[src/rtl/master_bridge_if.sv]
// Command/response and bus signals of master_bridge, bundled with a modport
// for the bridge itself (master) and one for its environment (slave).
interface master_bridge_if;
    // cmd handshake: a command transfers on a rising edge where cmd_valid & cmd_ready;
    // cmd_ready is high only while idle, and cmd_* are don't-care otherwise.
    logic        cmd_valid;
    logic        cmd_ready;
    logic        cmd_wr;
    logic [15:0] cmd_addr;
    logic [15:0] cmd_wdata;
    logic        rsp_valid;
    logic [15:0] rsp_data;
    logic        wr_done;
    logic        busy;
    logic        master_sel;
    logic        master_enable;
    logic        master_wr_dir;
    logic [15:0] master_addr;
    logic [15:0] master_wdata;
    logic [15:0] master_rdata;
    logic [1:0]  state_dbg;

    modport master (
        input  cmd_valid, cmd_wr, cmd_addr, cmd_wdata, master_rdata,
        output cmd_ready, rsp_valid, rsp_data, wr_done, busy,
        output master_sel, master_enable, master_wr_dir, master_addr, master_wdata,
        output state_dbg
    );

    modport slave (
        output cmd_valid, cmd_wr, cmd_addr, cmd_wdata, master_rdata,
        input  cmd_ready, rsp_valid, rsp_data, wr_done, busy,
        input  master_sel, master_enable, master_wr_dir, master_addr, master_wdata,
        input  state_dbg
    );
endinterface

[src/rtl/master_bridge.sv]
// Single-command bus master: turns one accepted command into a SETUP/ACCESS
// bus transfer, with RD_LAT wait cycles before read data is captured.
module master_bridge #(
    parameter int unsigned RD_LAT = 3
) (
    input logic            clk,
    input logic            rst,
    master_bridge_if.master bus
);
    typedef enum logic [1:0] {S_IDLE, S_SETUP, S_ACCESS, S_WAIT} state_t;

    localparam logic [3:0] CNT_LOAD = 4'(RD_LAT - 1);

    state_t      state_q, state_d;
    logic [3:0]  cnt_q, cnt_d;
    logic        sel_q, sel_d;
    logic        en_q, en_d;
    logic        wr_dir_q, wr_dir_d;
    logic [15:0] addr_q, addr_d;
    logic [15:0] wdata_q, wdata_d;
    logic [15:0] rsp_data_q, rsp_data_d;
    logic        rsp_valid_q, rsp_valid_d;
    logic        wr_done_q, wr_done_d;
    logic        accept;

    assign accept = (state_q == S_IDLE) && bus.cmd_valid;

    always_ff @(posedge clk) begin
        if (rst) state_q <= S_IDLE;
        else     state_q <= state_d;
    end

    always_comb begin
        state_d = state_q;
        case (state_q)
            S_IDLE:   if (bus.cmd_valid) state_d = S_SETUP;
            S_SETUP:  state_d = S_ACCESS;
            S_ACCESS: state_d = wr_dir_q ? S_IDLE : S_WAIT;
            S_WAIT:   if (cnt_q == 4'd0) state_d = S_IDLE;
            default:  state_d = S_IDLE;
        endcase
    end

    // Next values for the output registers, derived from where the FSM is heading.
    always_comb begin
        sel_d       = (state_d != S_IDLE);
        en_d        = (state_d == S_ACCESS) || (state_d == S_WAIT);
        wr_dir_d    = accept ? bus.cmd_wr : ((state_d == S_IDLE) ? 1'b0 : wr_dir_q);
        addr_d      = accept ? bus.cmd_addr  : addr_q;
        wdata_d     = accept ? bus.cmd_wdata : wdata_q;
        cnt_d       = cnt_q;
        if (state_q == S_ACCESS)
            cnt_d = CNT_LOAD;
        else if ((state_q == S_WAIT) && (cnt_q != 4'd0))
            cnt_d = cnt_q - 4'd1;
        wr_done_d   = (state_q == S_ACCESS) && wr_dir_q;
        rsp_valid_d = (state_q == S_WAIT) && (cnt_q == 4'd0);
        rsp_data_d  = rsp_valid_d ? bus.master_rdata : rsp_data_q;
    end

    always_ff @(posedge clk) begin
        if (rst) begin
            sel_q       <= 1'b0;
            en_q        <= 1'b0;
            wr_dir_q    <= 1'b0;
            addr_q      <= 16'h0000;
            wdata_q     <= 16'h0000;
            cnt_q       <= 4'd0;
            rsp_data_q  <= 16'h0000;
            rsp_valid_q <= 1'b0;
            wr_done_q   <= 1'b0;
        end else begin
            sel_q       <= sel_d;
            en_q        <= en_d;
            wr_dir_q    <= wr_dir_d;
            addr_q      <= addr_d;
            wdata_q     <= wdata_d;
            cnt_q       <= cnt_d;
            rsp_data_q  <= rsp_data_d;
            rsp_valid_q <= rsp_valid_d;
            wr_done_q   <= wr_done_d;
        end
    end

    assign bus.cmd_ready     = (state_q == S_IDLE);
    assign bus.busy          = (state_q != S_IDLE);
    assign bus.master_sel    = sel_q;
    assign bus.master_enable = en_q;
    assign bus.master_wr_dir = wr_dir_q;
    assign bus.master_addr   = addr_q;
    assign bus.master_wdata  = wdata_q;
    assign bus.rsp_data      = rsp_data_q;
    assign bus.rsp_valid     = rsp_valid_q;
    assign bus.wr_done       = wr_done_q;
    assign bus.state_dbg     = state_q;
endmodule

[src/flat_wrapper.sv]
// flat-port wrapper written by rule: the top's interface ports become plain ports
module master_bridge_flat 
#(
    parameter int unsigned RD_LAT = 3
)
  (clk, rst, bus_cmd_valid, bus_cmd_wr, bus_cmd_addr, bus_cmd_wdata, bus_master_rdata, bus_cmd_ready, bus_rsp_valid, bus_rsp_data, bus_wr_done, bus_busy, bus_master_sel, bus_master_enable, bus_master_wr_dir, bus_master_addr, bus_master_wdata, bus_state_dbg);
  master_bridge_if bus_i ();
  input logic clk;
  input logic rst;
  input wire logic [$bits(bus_i.cmd_valid)-1:0] bus_cmd_valid;
  input wire logic [$bits(bus_i.cmd_wr)-1:0] bus_cmd_wr;
  input wire logic [$bits(bus_i.cmd_addr)-1:0] bus_cmd_addr;
  input wire logic [$bits(bus_i.cmd_wdata)-1:0] bus_cmd_wdata;
  input wire logic [$bits(bus_i.master_rdata)-1:0] bus_master_rdata;
  output wire logic [$bits(bus_i.cmd_ready)-1:0] bus_cmd_ready;
  output wire logic [$bits(bus_i.rsp_valid)-1:0] bus_rsp_valid;
  output wire logic [$bits(bus_i.rsp_data)-1:0] bus_rsp_data;
  output wire logic [$bits(bus_i.wr_done)-1:0] bus_wr_done;
  output wire logic [$bits(bus_i.busy)-1:0] bus_busy;
  output wire logic [$bits(bus_i.master_sel)-1:0] bus_master_sel;
  output wire logic [$bits(bus_i.master_enable)-1:0] bus_master_enable;
  output wire logic [$bits(bus_i.master_wr_dir)-1:0] bus_master_wr_dir;
  output wire logic [$bits(bus_i.master_addr)-1:0] bus_master_addr;
  output wire logic [$bits(bus_i.master_wdata)-1:0] bus_master_wdata;
  output wire logic [$bits(bus_i.state_dbg)-1:0] bus_state_dbg;
  assign bus_i.cmd_valid = bus_cmd_valid;
  assign bus_i.cmd_wr = bus_cmd_wr;
  assign bus_i.cmd_addr = bus_cmd_addr;
  assign bus_i.cmd_wdata = bus_cmd_wdata;
  assign bus_i.master_rdata = bus_master_rdata;
  assign bus_cmd_ready = bus_i.cmd_ready;
  assign bus_rsp_valid = bus_i.rsp_valid;
  assign bus_rsp_data = bus_i.rsp_data;
  assign bus_wr_done = bus_i.wr_done;
  assign bus_busy = bus_i.busy;
  assign bus_master_sel = bus_i.master_sel;
  assign bus_master_enable = bus_i.master_enable;
  assign bus_master_wr_dir = bus_i.master_wr_dir;
  assign bus_master_addr = bus_i.master_addr;
  assign bus_master_wdata = bus_i.master_wdata;
  assign bus_state_dbg = bus_i.state_dbg;
  master_bridge #(.RD_LAT(RD_LAT)) u_core (.clk(clk), .rst(rst), .bus(bus_i));
endmodule
[config.mk]
export PLATFORM = sky130hd
export DESIGN_NAME = master_bridge_flat
export DESIGN_NICKNAME = d
export VERILOG_FILES = /design/src/rtl/master_bridge_if.sv /design/src/rtl/master_bridge.sv /design/src/flat_wrapper.sv
export SDC_FILE = /design/constraint.sdc
export NUM_CORES = 1
export LEC_CHECK = 0
export BUFFER_PORTS_ARGS = -buffer_cell sky130_fd_sc_hd__buf_4
export CAP_MARGIN = 5
export CELL_PAD_IN_SITES_DETAIL_PLACEMENT = 1
export CELL_PAD_IN_SITES_GLOBAL_PLACEMENT = 2
export CORE_AREA = 2 2 91 93
export CTS_CLUSTER_SIZE = 16
export DETAILED_ROUTE_END_ITERATION = 8
export DIE_AREA = 0 0 93 95
export PLACE_DENSITY = 0.93
export SYNTH_ARGS = -nofsm -noshare
export SYNTH_HDL_FRONTEND = slang
export SYNTH_SLANG_ARGS = --single-unit
[constraint.sdc]
create_clock -name clk -period 2.2 [get_ports clk]
set_input_delay 0 -clock clk [delete_from_list [all_inputs] [get_ports clk]]
set_output_delay 0 -clock clk [all_outputs]
set_load 0.1 [all_outputs]
==> results_dict.tcl, run 1 <==
set metrics [dict create \
    insertedDiodeCount 0 \
    rows 33 \
    vias 2083 \
    tritoncts "yes" \
    powerDensity_nw_per_um2 873 \
    synth_top_area_share_pct 55.5 \
    yosys.area.top_type "dfxtp_1" \
    hold_viol 0 \
    grt_max_degree 36 \
    critical_path_required_ps 2450 \
    rr_worst_depth 6 \
    setup_slack_ps 486 \
    synth_cells 194 \
    syn2layout_area_growth_pct 73.2 \
    cts-root-buf "clkbuf_8" \
    wl_per_cell_um 14.5 \
    avgSynthCellArea_um2 11.0 \
    layout-drive-gt1-share_pct 37.6 \
    fmax_mhz 584 \
    die_width_um 93 \
    drv_cap 0 \
    clockBufferDepth 2 \
    grt_pass1_vias 2238 \
    synth-seq-cells 59 \
    gp_congestion 0.788 \
    drt_iter0_drc 52 \
    endpoint_kind "flop" \
    whs_ps 54.3 \
    path_class "reg -> reg" \
    hold_class "in -> reg" \
    status "finished clean" \
    cp.depth 6 \
    synth_edf_count 0 \
    viasPerCell 4.49 \
    timing.rr.start "u_core.cnt_q[0]" \
    cts_made_buffers 9 \
    crit_start "u_core.cnt_q[0]" \
    initial_core_util_pct 26.8 \
    r2r_setup_slack_ps 490 \
    stdcell_area_um2 3680 \
    cts_max_level 3 \
    syn_area_um2 2130 \
    start_kind "flop" \
    slew_viol_final 0 \
    grt.total_usage_pct 15.5 \
    insertion_delay_ps 330 \
    vdd_drop_max_uv 257 \
    critPathMaxStageDelay_ps 310 \
    overflow 0 \
    synthDistinctLibCells 34 \
    clock_sinks 59 \
    async_reset_ff_share_pct 0 \
    place_hpwl_mm 4.07 \
    ant_nets 0 \
    cp_num_buf_inv 2 \
    min_period_ps 1710 \
    p_leak_nw 1.65 \
    post-route-period-util_pct 77.9 \
    drcViolationCount 0 \
    drtPass1Iterations 4 \
    crit_end "u_core.bus.rsp_data[7]" \
    setup_viol 0 \
    dpl_cell_area_um2 3010 \
    path_cells "inv_1 -> ha_1 -> nor3b_4 -> and3_1 -> buf_4 -> mux2i_1" \
    core_um2 7930 \
    grt_setup_unrepaired "false" \
    path_clk_slew_ps 60 \
    worstPathArrival_ps 1970 \
    slowest_stage "dfxtp_1" \
    finalClockSkew_ps 7.28 \
    place_ws_ps 491 \
    seq_area_frac_synth_pct 55.5 \
    pin_count 109 \
    tns_ps 0 \
    io_buffers 108 \
    synth_area_leaders "dfxtp_1 (56%), a22o_1 (13%), mux2i_1 (7.5%)" \
    synth_nets 247 \
    dieArea_um2 8840 \
    synth_warnings 0 \
    critPathTopFamily "simple AND/OR/NAND/NOR gates" \
    grt_pass1_wl_mm 10.7 \
    yosys-top-cells-count "dfxtp_1 (59), nand2_1 (35), a22o_1 (32)" \
    wl_mm 6.72 \
    p_total_mw 3.22 \
    rr_endpoint "u_core.bus.rsp_data[7]" \
    die_height_um 95 \
    synth.most_common_cell "dfxtp_1" \
    worst_pin_slew_ps 610 \
    nNetsFinal 407 \
    slew_headroom_pct 59.2 \
    synth_flop_cell "dfxtp_1" \
    critPathMaxFanout 19 \
    grt_antenna_before_repair 0 \
]
## kinds of logic after synthesis
| logic type | Yosys count | synth area share (%) |
|---|---|---|
| flops | 59 | 55.5 |
| compound gates | 45 | 17.4 |
| buf+inv | 19 | 6.00 |
| simple gates | 54 | 13.0 |
| fa+ha+maj | 1 | 0.588 |
| mux | 16 | 7.53 |
## area by class of cell
class,instances,area [um2]
fillers,881,4240
repair buffers,163,1350
flip-flops and latches,59,1180
multi-input cells,116,826
clock buffers,11,151
well taps,105,131
clock inverters,5,27.5
inverters,5,18.8
## where the power goes
group,switching [mW],internal (mW)
Combinational,0.804,0.314
Sequential,0.0661,1.15
Clock,0.420,0.462
Total,1.29,1.92
## stage by stage
| step | util, % | instances |
|---|---|---|
| finish | 46.5 | 464 |
| global route | 46.5 | 464 |
| CTS | 46.5 | 464 |
| detailed placement | 37.9 | 398 |
| global placement | 37.9 | 398 |
| floorplan | - | 194 |
## how the worst min path moves through the flow
stage / cells past startpoint / to / slack (ps) / startpoint
final: 3 / u_core.bus.state_dbg[0] / 50 / bus_cmd_valid
after CTS: 3 / u_core.bus.state_dbg[0] / 30 / bus_cmd_valid
after floorplan: 2 / u_core.bus.master_wr_dir / 110 / bus_cmd_wr
after detailed placement: 3 / u_core.bus.master_wr_dir / 210 / bus_cmd_wr
after global placement: 3 / u_core.bus.master_wr_dir / 200 / bus_cmd_wr
after global routing: 3 / u_core.bus.state_dbg[0] / 60 / bus_cmd_valid
## cell usage in the layout (no fill, tap or decap), types with 3 or more instances in the layout
master | synthesis | layout
a21oi_1 | 4 | 4
nand3_1 | 3 | 3
dfxtp_1 | 59 | 59
mux2i_1 | 16 | 16
dlygate4sd3_1 | 0 | 50
nor2b_1 | 3 | 3
clkbuf_8 | 1 | 11
inv_1 | 4 | 4
buf_4 | 0 | 113
nand2_1 | 35 | 35
clkinv_2 | 0 | 4
a22o_1 | 32 | 32
## metal layers
metal	wire length (um)	up-vias	GRT usage, %
met5	0	-	0
met4	94	0	6.50
met3	492	9	4.15
met2	3350	88	27.2
met1	2790	975	17.9
li1	-	1011	-
## registers in the layout (all words and copies together), names as in the netlist
signal and flops:
u_core.bus.master_addr 16, u_core.cnt_q 4, u_core.bus.rsp_data 16, u_core.bus.rsp_valid 1, u_core.bus.master_wdata 16, u_core.bus.wr_done 1
u_core.bus.master_enable 1, u_core.bus.master_wr_dir 1, u_core.bus.state_dbg 2, u_core.bus.master_sel 1
## what timing repair did
action                                 in CTS  in global routing
buffers inserted                            0                  0
endpoints found under the hold margin      56                  0
hold buffers                               50                  0
setup endpoints to repair                   0                  0
gates resized for setup                     0                  0
## worst reg2reg max path: stages, from the launching register on
cell and delay [ps]:
dfxtp_1 310, inv_1 80, ha_1 210, nor3b_4 300, and3_1 200, buf_4 290
mux2i_1 250
Power figures use the tool's default switching activity.
==> inputs of run 2 (changes only) <==
ABC_AREA = 1   (was not set)
CORE_AREA = 2 2 100 102   (was 2 2 91 93)
DIE_AREA = 0 0 102 104   (was 0 0 93 95)
PLACE_DENSITY = 0.87   (was 0.93)
clock period = 1.6 ns   (was 2.2 ns; I/O delays follow)
==> results_dict.tcl, run 2 <==
set metrics [dict create \
    grt_pass1_wl_mm 11.4 \
    nNetsFinal 488 \
    wl_per_cell_um 12.6 \
    seq_area_frac_synth_pct 54.6 \
    path_cells "inv_1 -> ha_1 -> nand3_4 -> o21ai_1 -> a21oi_1" \
    clock_power_share_pct 30.5 \
    synth_cells 274 \
    synth_compound_area_share_pct 8.56 \
    die_height_um 104 \
    synth_xor_area_share_pct 0.405 \
    final_common_cell "nand2_1" \
    start_kind "flop" \
    core_um2 9550 \
    p_total_mw 4.41 \
    async_reset_ff_share_pct 0 \
    cts_max_level 3 \
    synthSimpleGateAreaFrac_pct 25.7 \
    p_leak_nw 1.85 \
    pwr-share-comb_pct 32.5 \
    endpoint_kind "flop" \
    layout-drive-gt1-share_pct 30.9 \
    worstPathArrival_ps 1680 \
    final_cell_mix "nand2_1 (114), buf_4 (108), dfxtp_1 (57)" \
    yosys-top-cells-count "nand2_1 (114), dfxtp_1 (59), inv_1 (29)" \
    clockBufferDepth 2 \
    grt.total_usage_pct 13.6 \
    synthMuxAreaShare_pct 0 \
    viasPerCell 4.02 \
    dieArea_um2 10600 \
    slew_headroom_pct 51.2 \
    slowest_stage "dfxtp_1" \
    drt_iter0_drc 42 \
    status "finished clean" \
    synth.most_common_cell "nand2_1" \
    vdd_drop_max_uv 487 \
    tritoncts "yes" \
    critPathMaxFanout 33 \
    drtPass1Iterations 4 \
    ant_nets 0 \
    powerDensity_nw_per_um2 1170 \
    rows 36 \
    syn_area_um2 2160 \
    synth_warnings 0 \
    finalClockSkew_ps 7.73 \
    p_sw_mw 1.72 \
    vias 2306 \
    cts-root-buf "clkbuf_8" \
    grt_pass1_vias 2423 \
    min_period_ps 1470 \
    cts_made_buffers 9 \
    grt_antenna_before_repair 0 \
    grt_setup_unrepaired "false" \
    critical_path_required_ps 1810 \
    synth_area_leaders "dfxtp_1 (55%), nand2_1 (20%), inv_1 (5.0%)" \
    place_hpwl_mm 4.46 \
    drv_cap 0 \
    insertedDiodeCount 0 \
    syn2layout_area_growth_pct 74.9 \
    synthAdderAreaFrac_pct 0.578 \
    synth_flop_cell "dfxtp_1" \
    slew_viol_final 0 \
    synth_nets 327 \
    rr_worst_depth 5 \
    grt_max_degree 34 \
    path_clk_slew_ps 70 \
    synth_top_area_share_pct 54.6 \
    nFillCells 1175 \
    cts_setup_buffers 0 \
    clock_sinks 59 \
    avgSynthCellArea_um2 7.90 \
    setup_viol 0 \
    insertion_delay_ps 330 \
    fmax_mhz 678 \
    io_buffers 108 \
    initial_core_util_pct 22.7 \
    whs_ps 399 \
    overflow 0 \
    worst_pin_slew_ps 731 \
    synth_top_family_by_area "simple AND/OR/NAND/NOR gates" \
    synth_edf_count 0 \
    p_int_mw 2.69 \
    power.share.sequential_pct 37.0 \
    pin_count 109 \
    hold_class "in -> reg" \
    die_width_um 102 \
    synthDistinctLibCells 20 \
    hold_viol 0 \
    post-route-period-util_pct 92.1 \
    gp_congestion 0.710 \
    path_class "reg -> reg" \
    swShare_pct 38.9 \
    hold_depth 4 \
    drcViolationCount 0 \
    synth-seq-cells 59 \
    yosys.area.top_type "dfxtp_1" \
    wl_mm 7.24 \
    critPathMaxStageDelay_ps 310 \
]
## run 2: cell types whose count changed after synthesis, sizes merged, moves of 3 or more
cell    previous run  this run
a21oi              5        20
a22o              32         0
clkbuf             4         0
inv                4        32
mux2i             16         0
nand2             35       116
nand3              3         6
nor2               1        10
nor2b              3         0
o21ai              2        17
## run 2: what timing repair did
| action | in CTS | in global routing |
|---|---|---|
| hold buffers | 51 | 0 |
| endpoints found under the setup margin | 0 | 3 |
| endpoints found under the hold margin | 54 | 0 |
| gates resized for setup | 0 | 1 |
## run 2: cell type report
class	instances	area (um2)	share of cell area, %
clock buffer	13	181	4.79
clock inverter	3	17.5	0.463
inverter	32	120	3.17
multi-input combinational	173	768	20.3
sequential	59	1190	31.4
tap	133	166	4.40
timing repair buffer	160	1340	35.4
## run 2: metrics by stage
| stage | setup TNS (ps) | cell area, um2 | instances | util, % | worst slack (ps) |
|---|---|---|---|---|---|
| floorplan | -1170 | 2170 | 274 | - | -38.0 |
| global placement | 0 | 3070 | 505 | 32.1 | 164 |
| detailed placement | 0 | 3070 | 505 | 32.1 | 119 |
| CTS | 0 | 3780 | 572 | 39.6 | 93.8 |
| global route | 0 | 3780 | 573 | 39.6 | 0.727 |
| finish | 0 | 3780 | 573 | 39.6 | 126 |
## run 2: worst paths after layout
check	start	endpoint	slack [ps]
hold / removal	bus_cmd_wdata[6]	u_core.bus.master_wdata[6]	400
hold reg to reg	u_core.bus.rsp_data[4]	u_core.bus.rsp_data[4]	450
setup / recovery	u_core.cnt_q[0]	u_core.bus.rsp_data[13]	130
setup reg to reg	u_core.cnt_q[0]	u_core.bus.rsp_data[13]	130
## run 2: worst max-delay path: cells and delay by family, from the launching register on
kind / cells / cell delay [ps]
AOI/OAI and AO/OA: 2 / 340
DFF: 1 / 310
and+or+nand+nor: 1 / 310
adders and majority gates: 1 / 270
buffers and inverters: 1 / 110
## run 2: logic make-up after synthesis
family	Yosys count
adders and majority gates	1
buffers and inverters	43
xor gates and xnor gates	1
AOI/OAI and AO/OA	37
and+or+nand+nor	133
DFF	59
## run 2: power by group through the flow
stage	registers, mW	logic [mW]	clock network, mW
global placement	1.66	1.31	0
finish	1.63	1.43	1.34
floorplan	2.38	0.292	0
detailed placement	1.67	1.33	0
CTS	1.63	1.43	1.41
global route	1.65	1.50	1.47
## run 2: routing by layer
| layer | track usage, % | vias to the layer above | share of wire [%] |
|---|---|---|---|
| li1 | - | 1159 | - |
| met2 | 24.6 | 84 | 50 |
| met4 | 4.76 | 0 | 1.9 |
| met5 | 0 | - | 0 |
| met1 | 14.1 | 1051 | 40 |
| met3 | 5.17 | 12 | 7.8 |
